$ cat config.mk
export PLATFORM = sky130hd
export DESIGN_NAME = cpu_instruction_fetch_flat
export DESIGN_NICKNAME = d
export VERILOG_FILES = /design/src/rtl/cpu_pkg.sv /design/src/rtl/cpu_instruction_fetch_if.sv /design/src/rtl/fetch_fifo.sv /design/src/rtl/cpu_instruction_fetch.sv /design/src/flat_wrapper.sv
export SDC_FILE = /design/constraint.sdc
export NUM_CORES = 1
export LEC_CHECK = 0
export CAP_MARGIN = 40
export CELL_PAD_IN_SITES_DETAIL_PLACEMENT = 0
export CELL_PAD_IN_SITES_GLOBAL_PLACEMENT = 1
export CORE_ASPECT_RATIO = 1.4
export CORE_MARGIN = 2
export CORE_UTILIZATION = 45
export DETAILED_ROUTE_END_ITERATION = 7
export PLACE_DENSITY = 0.9
export SYNTH_ARGS = -nofsm -noshare
export SYNTH_HDL_FRONTEND = slang
export SYNTH_SLANG_ARGS = --single-unit
export TNS_END_PERCENT = 20
$ cat constraint.sdc
create_clock -name clock -period 11 [get_ports clock]
set_clock_uncertainty 0.1 [all_clocks]
set_input_delay 2.2 -clock clock [delete_from_list [all_inputs] [get_ports clock]]
set_output_delay 2.2 -clock clock [all_outputs]
set_load 0.02 [all_outputs]
$ cat src/rtl/cpu_pkg.sv
// Shared definitions for the BIT-MIPS fetch stage.
//   fetch_state_e    : fetch FSM state encoding (idle / request kept / request discarded)
//   RESET_PC_DEFAULT : program counter value after reset
//   WORD_W           : machine word width
//   fetch_entry_t    : one buffered instruction {address, instruction}
package cpu_pkg;

   localparam int unsigned WORD_W = 32;

   localparam logic [WORD_W-1:0] RESET_PC_DEFAULT = 32'hBFC0_0000;

   typedef enum logic [1:0] {
      StIdle,
      StReq,
      StDiscard
   } fetch_state_e;

   typedef struct packed {
      logic [WORD_W-1:0] address;
      logic [WORD_W-1:0] instruction;
   } fetch_entry_t;

endpackage

$ cat src/rtl/cpu_instruction_fetch_if.sv
// Bus bundle between the fetch stage, instruction memory and decode.
//   imem_req / imem_addr          : read request and word address (fetch -> memory)
//   imem_ready / imem_rdata       : read completion and data (memory -> fetch)
//   output_valid / _address / _instruction : head instruction (fetch -> decode)
//   output_full                   : decode back-pressure (decode -> fetch)
// master = fetch stage, slave = memory/decode side.
interface cpu_instruction_fetch_if;
   import cpu_pkg::*;

   logic              imem_req;
   logic [WORD_W-1:0] imem_addr;
   logic              imem_ready;
   logic [WORD_W-1:0] imem_rdata;
   logic [WORD_W-1:0] output_address;
   logic [WORD_W-1:0] output_instruction;
   logic              output_valid;
   logic              output_full;

   modport master (
      output imem_req,
      output imem_addr,
      input  imem_ready,
      input  imem_rdata,
      output output_address,
      output output_instruction,
      output output_valid,
      input  output_full
   );

   modport slave (
      input  imem_req,
      input  imem_addr,
      output imem_ready,
      output imem_rdata,
      input  output_address,
      input  output_instruction,
      input  output_valid,
      output output_full
   );

endinterface

$ cat src/rtl/fetch_fifo.sv
// Small instruction buffer for the fetch stage.
//   clock, reset : rising-edge clock, synchronous active-high reset
//   push         : write push_data at the tail
//   pop          : drop the head entry
//   flush        : empty the buffer; overrides push and pop
//   push_data    : entry to write
//   head_data    : entry at the read pointer
//   count        : number of valid entries, 0..Depth
// The caller guarantees no push when full and no pop when empty.
module fetch_fifo #(
   parameter int unsigned Depth = 2,
   parameter int unsigned Width = 64,
   localparam int unsigned CntW = $clog2(Depth + 1)
) (
   input  logic             clock,
   input  logic             reset,
   input  logic             push,
   input  logic             pop,
   input  logic             flush,
   input  logic [Width-1:0] push_data,
   output logic [Width-1:0] head_data,
   output logic [CntW-1:0]  count
);

   localparam int unsigned PtrW = (Depth > 1) ? $clog2(Depth) : 1;
   localparam logic [PtrW-1:0] LastPtr = PtrW'(Depth - 1);

   logic [Width-1:0] mem_q [Depth];
   logic [PtrW-1:0]  wr_ptr_q, wr_ptr_d;
   logic [PtrW-1:0]  rd_ptr_q, rd_ptr_d;
   logic [CntW-1:0]  count_q, count_d;

   function automatic logic [PtrW-1:0] next_ptr(input logic [PtrW-1:0] ptr);
      return (ptr == LastPtr) ? '0 : ptr + PtrW'(1);
   endfunction

   always_comb begin
      wr_ptr_d = wr_ptr_q;
      rd_ptr_d = rd_ptr_q;
      count_d  = count_q;
      if (flush) begin
         wr_ptr_d = '0;
         rd_ptr_d = '0;
         count_d  = '0;
      end else begin
         if (push) begin
            wr_ptr_d = next_ptr(wr_ptr_q);
         end
         if (pop) begin
            rd_ptr_d = next_ptr(rd_ptr_q);
         end
         count_d = count_q + CntW'(push) - CntW'(pop);
      end
   end

   always_ff @(posedge clock) begin
      if (reset) begin
         wr_ptr_q <= '0;
         rd_ptr_q <= '0;
         count_q  <= '0;
         // Cleared so the head fields read as zero out of reset.
         for (int i = 0; i < int'(Depth); i++) begin
            mem_q[i] <= '0;
         end
      end else begin
         wr_ptr_q <= wr_ptr_d;
         rd_ptr_q <= rd_ptr_d;
         count_q  <= count_d;
         if (push && !flush) begin
            mem_q[wr_ptr_q] <= push_data;
         end
      end
   end

   assign head_data = mem_q[rd_ptr_q];
   assign count     = count_q;

endmodule

$ cat src/rtl/cpu_instruction_fetch.sv
// Instruction fetch stage of the BIT-MIPS pipeline.
//   clock, reset     : rising-edge clock, synchronous active-high reset
//   redirect_valid   : load redirect_target as the new PC this cycle (flushes the buffer)
//   redirect_target  : new PC; low two bits are forced to zero
//   bus (master)     : instruction memory request/response and decode-side handshake
// Holds the PC, issues one word read at a time, buffers returned words with their
// addresses in fetch_fifo and offers the head to decode. All outputs are registered.
module cpu_instruction_fetch
   import cpu_pkg::*;
#(
   parameter logic [WORD_W-1:0] RESET_PC   = RESET_PC_DEFAULT,
   parameter int unsigned       FIFO_DEPTH = 2
) (
   input  logic                    clock,
   input  logic                    reset,
   input  logic                    redirect_valid,
   input  logic [WORD_W-1:0]       redirect_target,
   cpu_instruction_fetch_if.master bus
);

   localparam int unsigned CntW = $clog2(FIFO_DEPTH + 1);
   localparam logic [CntW-1:0] FullCount = CntW'(FIFO_DEPTH);

   fetch_state_e      state_q, state_d;
   logic [WORD_W-1:0] pc_q, pc_d;
   logic [WORD_W-1:0] pending_pc_q, pending_pc_d;
   logic [WORD_W-1:0] imem_addr_q, imem_addr_d;
   logic              imem_req_q, imem_req_d;

   logic [WORD_W-1:0] target;
   logic [WORD_W-1:0] pc_plus4;
   logic [CntW-1:0]   count;
   logic [CntW-1:0]   count_after_push;
   logic              push;
   logic              pop;
   fetch_entry_t      push_entry;
   fetch_entry_t      head_entry;

   assign target   = redirect_target & ~WORD_W'(3);
   assign pc_plus4 = pc_q + WORD_W'(4);

   // Decode takes the head whenever it is offered and not back-pressured,
   // including on a redirect edge.
   assign pop = (count != '0) && !bus.output_full;

   // Occupancy after an edge that both pushes and (maybe) pops.
   assign count_after_push = count + CntW'(1) - CntW'(pop);

   assign push_entry = '{address: pc_q, instruction: bus.imem_rdata};

   always_comb begin
      state_d      = state_q;
      pc_d         = pc_q;
      pending_pc_d = pending_pc_q;
      imem_req_d   = imem_req_q;
      imem_addr_d  = imem_addr_q;
      push         = 1'b0;

      unique case (state_q)
         StIdle: begin
            if (redirect_valid) begin
               // Buffer is flushed this edge, so a slot is guaranteed free.
               pc_d        = target;
               state_d     = StReq;
               imem_req_d  = 1'b1;
               imem_addr_d = target;
            end else if (count < FullCount) begin
               state_d     = StReq;
               imem_req_d  = 1'b1;
               imem_addr_d = pc_q;
            end
         end

         StReq: begin
            if (redirect_valid) begin
               if (bus.imem_ready) begin
                  // Returned word belongs to the old path; reissue at the target.
                  pc_d        = target;
                  imem_addr_d = target;
               end else begin
                  // Request must stay stable until the memory completes it.
                  pending_pc_d = target;
                  state_d      = StDiscard;
               end
            end else if (bus.imem_ready) begin
               push = 1'b1;
               pc_d = pc_plus4;
               if (count_after_push < FullCount) begin
                  imem_addr_d = pc_plus4;
               end else begin
                  state_d    = StIdle;
                  imem_req_d = 1'b0;
               end
            end
         end

         StDiscard: begin
            if (redirect_valid) begin
               pending_pc_d = target;
            end else if (bus.imem_ready) begin
               pc_d        = pending_pc_q;
               imem_addr_d = pending_pc_q;
               state_d     = StReq;
            end
         end

         default: begin
            state_d    = StIdle;
            imem_req_d = 1'b0;
         end
      endcase
   end

   always_ff @(posedge clock) begin
      if (reset) begin
         state_q      <= StIdle;
         pc_q         <= RESET_PC;
         pending_pc_q <= '0;
         imem_req_q   <= 1'b0;
         imem_addr_q  <= '0;
      end else begin
         state_q      <= state_d;
         pc_q         <= pc_d;
         pending_pc_q <= pending_pc_d;
         imem_req_q   <= imem_req_d;
         imem_addr_q  <= imem_addr_d;
      end
   end

   fetch_fifo #(
      .Depth (FIFO_DEPTH),
      .Width ($bits(fetch_entry_t))
   ) u_fifo (
      .clock     (clock),
      .reset     (reset),
      .push      (push),
      .pop       (pop),
      .flush     (redirect_valid),
      .push_data (push_entry),
      .head_data (head_entry),
      .count     (count)
   );

   assign bus.imem_req           = imem_req_q;
   assign bus.imem_addr          = imem_addr_q;
   assign bus.output_valid       = (count != '0);
   assign bus.output_address     = head_entry.address;
   assign bus.output_instruction = head_entry.instruction;

endmodule

$ cat src/flat_wrapper.sv
// flat-port wrapper written by rule: the top's interface ports become plain ports
module cpu_instruction_fetch_flat import cpu_pkg::*;
#(
   parameter logic [WORD_W-1:0] RESET_PC   = RESET_PC_DEFAULT,
   parameter int unsigned       FIFO_DEPTH = 2
)
  (clock, reset, redirect_valid, redirect_target, bus_imem_req, bus_imem_addr, bus_imem_ready, bus_imem_rdata, bus_output_address, bus_output_instruction, bus_output_valid, bus_output_full);
  cpu_instruction_fetch_if bus_i ();
  input  logic clock;
  input  logic reset;
  input  logic redirect_valid;
  input  logic [WORD_W-1:0] redirect_target;
  output wire logic [$bits(bus_i.imem_req)-1:0] bus_imem_req;
  output wire logic [$bits(bus_i.imem_addr)-1:0] bus_imem_addr;
  input wire logic [$bits(bus_i.imem_ready)-1:0] bus_imem_ready;
  input wire logic [$bits(bus_i.imem_rdata)-1:0] bus_imem_rdata;
  output wire logic [$bits(bus_i.output_address)-1:0] bus_output_address;
  output wire logic [$bits(bus_i.output_instruction)-1:0] bus_output_instruction;
  output wire logic [$bits(bus_i.output_valid)-1:0] bus_output_valid;
  input wire logic [$bits(bus_i.output_full)-1:0] bus_output_full;
  assign bus_imem_req = bus_i.imem_req;
  assign bus_imem_addr = bus_i.imem_addr;
  assign bus_i.imem_ready = bus_imem_ready;
  assign bus_i.imem_rdata = bus_imem_rdata;
  assign bus_output_address = bus_i.output_address;
  assign bus_output_instruction = bus_i.output_instruction;
  assign bus_output_valid = bus_i.output_valid;
  assign bus_i.output_full = bus_output_full;
  cpu_instruction_fetch #(.RESET_PC(RESET_PC), .FIFO_DEPTH(FIFO_DEPTH)) u_core (.clock(clock), .reset(reset), .redirect_valid(redirect_valid), .redirect_target(redirect_target), .bus(bus_i));
endmodule
* Word-level counts from Yosys, hierarchy flattened
Memory sizes are Yosys's and may differ from the RTL's. A register that Yosys moved wholly into a read port is not among the register bits.
Index checks and enable logic that the tools add are counted.
** Storage, ports and cells
- RAM bits :: 128
- Memories kept :: 1
- Input bits :: 69
- Output and inout bits :: 98
- Logic and storage cells :: 96
- Register bits after elaboration :: 103
** Cells by class
- Magnitude comparators :: 2
- Reduce and logical (&&, ||, !) cells :: 15
- Bitwise operators :: 1
- Equality and inequality tests :: 16
- Multiplexer cells :: 46
- $add $sub $neg :: 7
** Memories
- u_core.u_fifo.mem_q :: words 2, width 64, read ports 1, clocked after Yosys merged registers in 1, write ports 2, RTL line fetch_fifo.sv:28 : logic [Width-1:0] mem_q [Depth];
** Operator list (count)
- $mux W32 :: 13
- $pmux W32 S3 :: 2
- $mux W64 :: 1
- $pmux W32 S2 :: 1
- $reduce_or A64 Y1 :: 1
- $add A32 B3 Y32 const B :: 1
- $mux W1 :: 19
- $ne A2 B2 Y1 const B :: 9
- $mux W2 :: 8
- $reduce_and A6 Y1 :: 2
- $reduce_and A5 Y1 :: 2
- $ne A3 B3 Y1 const B :: 3
- $ne A3 B2 Y1 const B :: 2
- $pmux W2 S3 :: 1
- $lt A2 B2 Y1 const B :: 2
- $reduce_and A4 Y1 :: 1
- $reduce_bool A2 Y1 :: 2
- $sub A2 B1 Y2 :: 2
- $pmux W1 S3 :: 1
- $reduce_bool A3 Y1 :: 1
- $add A1 B1 Y1 const B :: 2
- $add A2 B1 Y2 :: 1
- $add A2 B1 Y2 const B :: 1
- $eq A2 B1 Y1 const B :: 1
- other kinds (6) :: 8

* Longest topological paths before layout
- Depth after elaboration :: 9
- Mapped depth :: 10

* Hierarchy
From an unflattened synthesis, not the netlist that was laid out.
** Unflattened totals
- Cells, all modules :: 1077
- Area total of the unflattened synthesis :: 11299.6 um^2
** Modules (own cells, without submodules)
- fetch_fifo :: area an instance 5908.2 um^2, sequential area each 3943.8 um^2, cells each 378, instances 1
- cpu_instruction_fetch :: area an instance 5391.4 um^2, sequential area each 1941.9 um^2, cells each 699, instances 1

* Worst setup path before layout
OpenSTA, ideal clock, no wires.
- Kind :: input port to flip-flop
- From :: in redirect_valid
- To :: mem u_core.u_fifo.mem_q[0][0] (enable)
- Arrival :: 5.584 ns
- Slack :: 4.817 ns
- Path buffers :: 1
- Data required time :: 10.401 ns
- Cell stages on the path :: 4
- Path through :: buf_2 -> nor2b_1 -> nand2_1 -> o21bai_1
** RTL lines
- start, declared :: RTL line flat_wrapper.sv:11 : input logic redirect_valid;
- end, declared :: RTL line fetch_fifo.sv:28

==> out/metrics.yaml <==
critical_path_class: "input pin to flop"
stdcell_count: 1492
syn_nets: 1121
drive_gt1_frac: 0.131
grt_max_degree: 80
io_buffer_count: 164
outcome: "finished, violations left"
internal_power_uw: 1880
die_h_um: 189
cts-root-buf: "clkbuf_16"
worst-path-buf-inv: 3
start_util: 0.459
crit_required_ns: 11.04
dp.final_hpwl_um: 17900
wl_um: 27900
grt_pass1_vias: 8208
fill_cells: 2092
worst_pin_slew_ns: 0.925
synth-seq-area-share: 0.535
syn_area_um2: 11000
fp.dieW_um: 136
routedWlPerCell_um: 18.7
clock_path_buffers: 3
crit_path_max_incr_delay_ns: 0.62
synth-main-ff-cell: "edfxtp_1"
tns_ns: 0
critPathMaxFanout: 65
placedCellCount: 1450
vias: 8258
swShare: 0.354
clock_latency_ns: 0.52
min_path_type: "flop to flop"
drtAntennaViolNets: 0
clk_pin_slew_worst_paths_ns: 0.06
relSlewSlack: 0.381
layout-area-overhead-vs-synth_pct: 24.0
setup_viol: 0
timing.fmax_ghz: 0.203
ios: 167
yosys_warnings: 0
met1_length_um: 11600
numClockSinks: 230
synth-seq-cells: 230
slew_violations: 0
power_density_nw_per_um2: 213
cp_top_family: "buffers and inverters"
regArea_um2: 5890
grt_overflow: 0
async_flop_share: 0
grt_pass1_wl_um: 44100
p_switching_uw: 1030
grt_usage: 0.216
failed_checks: "DRC"
via_per_inst: 5.53
cts_buffers: 23
drc: 1
critPathCaptureType: "flop"
cpMaxStageDelayCell: "buf_4"
met2_length_um: 14100
postSynthCellCount: 1045
max-cap-violations: 0
place.gp.congestion: 0.774
grt_antenna_before_repair: 1
holdBufCountCts: 0
p_comb_frac: 0.323
cts_setup_buffers: 0
mostFrequentLayoutCells: "clkdlybuf4s50_1 (162), nand2_1 (139), and2_1 (131), edfxtp_1 (128), dfxtp_1 (101)"
ctsResizeCount: 0
start_kind: "input pin"
cts_tree: "yes"
final_common_cell: "clkdlybuf4s50_1"
cts-htree-levels: 1
ys_types: 68
p_leak_uw: 0.00501
synth_edf_count: 128
firstDrtPassIters: 8
crit_chain: "clkdlybuf4s50_1 > nand2_1 > nor4b_2 > buf_4 > or2_2 > buf_4"
grt_setup_unrepaired: "false"
synth_area_per_cell_um2: 10.5
min_period_ns: 4.92
core_area_um2: 24000
final_core_util: 0.569
top_layer: "met4"
wl_met3_um: 1560
p_clk_frac: 0.256
power_frac_seq: 0.420
vdd_drop_max_mv: 0.143
dieArea_um2: 25800
timing_hold_violations_final: 0
multi_input_area_um2: 4770
critical_path_arrival_ns: 4.96
finalCritPeriodShare: 0.448
cpMostUsedCell: "buf_4"
drt_first_iter_violations: 685
row_count: 67
final_net_count: 1241
[final timing paths]
| kind | from | endpoint | slack (ns) | cells past startpoint |
|---|---|---|---|---|
| min | u_core.pending_pc_q[2]$_SDFFE_PP0P_ | u_core.pending_pc_q[2]$_SDFFE_PP0P_ | 0.35 | 2 |
| min reg2reg | u_core.pending_pc_q[2]$_SDFFE_PP0P_ | u_core.pending_pc_q[2]$_SDFFE_PP0P_ | 0.35 | 2 |
| max reg2reg | u_core.state_q[1]$_SDFFE_PP0P_ | u_core.u_fifo.mem_q[1][5]$_SDFFCE_PN0P_ | 7.36 | 7 |
| max | bus_imem_ready | u_core.u_fifo.mem_q[1][5]$_SDFFCE_PN0P_ | 6.08 | 6 |
[Yosys cell counts, types with 3 or more instances]
cell	number	area (um2)
a211oi_1	16	120
a21oi_1	58	290
a221o_1	4	40.0
a221oi_1	5	43.8
a222oi_1	15	150
a22oi_1	10	75.1
a2bb2oi_1	3	26.3
a311oi_1	28	245
a31oi_1	4	25.0
a32oi_1	3	26.3
and2_1	131	820
and3_1	3	18.8
and4_4	3	33.8
buf_1	3	11.3
buf_2	28	140
clkbuf_1	53	199
dfxtp_1	102	2040
edfxtp_1	128	3840
ha_1	7	87.6
inv_1	8	30.0
mux2_2	76	856
mux2i_1	9	90.1
nand2_1	139	522
nand2b_1	5	31.3
nand3_1	13	65.1
nand4_1	9	56.3
nor2_1	73	274
nor2b_1	5	31.3
nor3_1	16	80.1
nor4_1	5	31.3
o21ai_0	12	60.1
or2_2	3	18.8
or3_1	3	18.8
xnor2_1	17	149
xor2_1	7	61.3
[through the flow]
stage / setup WS, ns / cell area (um2) / hold slack [ns] / total power, uW
after CTS: 6.06 / 13600 / 0.356 / 2920
after floorplan: 4.82 / 11000 / 0.336 / 1790
final: 6.08 / 13600 / 0.354 / 2910
after detailed placement: 5.53 / 12900 / 0.347 / 2170
after global routing: 5.87 / 13600 / 0.376 / 3060
after global placement: 5.61 / 12800 / 0.341 / 2120
[metal layers]
| metal | vias up | track usage |
|---|---|---|
| li1 | 3998 | - |
| met1 | 3962 | 0.275 |
| met2 | 254 | 0.373 |
| met3 | 44 | 0.0308 |
| met4 | 0 | 0.0749 |
| met5 | - | 0 |
[power groups by stage]
stage / logic (uW) / clock network (uW) / registers [uW]
6_report: 940 / 745 / 1220
4_1_cts: 941 / 759 / 1220
3_3_place_gp: 894 / 0 / 1230
2_1_floorplan: 585 / 0 / 1210
5_1_grt: 1020 / 794 / 1240
3_5_place_dp: 936 / 0 / 1240
[flip-flops by register name, summed over array words and instances (netlist names), named ones only]
register / cells
u_core.u_fifo.rd_ptr_q: 1
u_core.u_fifo.wr_ptr_q: 1
u_core.u_fifo.count: 2
u_core.bus.imem_addr: 32
u_core.pc_q: 32
u_core.bus.imem_req: 1
u_core.u_fifo.mem_q: 128
u_core.pending_pc_q: 30
u_core.state_q: 2
[worst register-to-register path: cells and delay by family, from the launching register on]
family	cells	cell delay, ns
buf+inv	3	1.25
simple gates	3	1.12
flops	1	0.34
fa+ha+maj	1	0.42
[cell type report]
cell class | instances | share of cell area
sequential | 230 | 0.431
clock buffer | 31 | 0.0458
inverter | 9 | 0.00248
clock inverter | 10 | 0.00550
timing repair buffer | 182 | 0.137
multi-input combinational | 719 | 0.350
tap | 310 | 0.0284
antenna | 1 | 0.000183
[cells by family (layout without fill, tap and decap cells)]
kind of cell,count (synthesis),after routing,synth area share
other cells,0,1,0
mux,85,85,0.0859
buf+inv,96,232,0.0365
xor+xnor,24,24,0.0191
simple gates,428,428,0.202
flops,230,230,0.535
compound gates,175,175,0.114
fa+ha+maj,7,7,0.00795
Note: power is estimated with default switching activity, not from simulation.
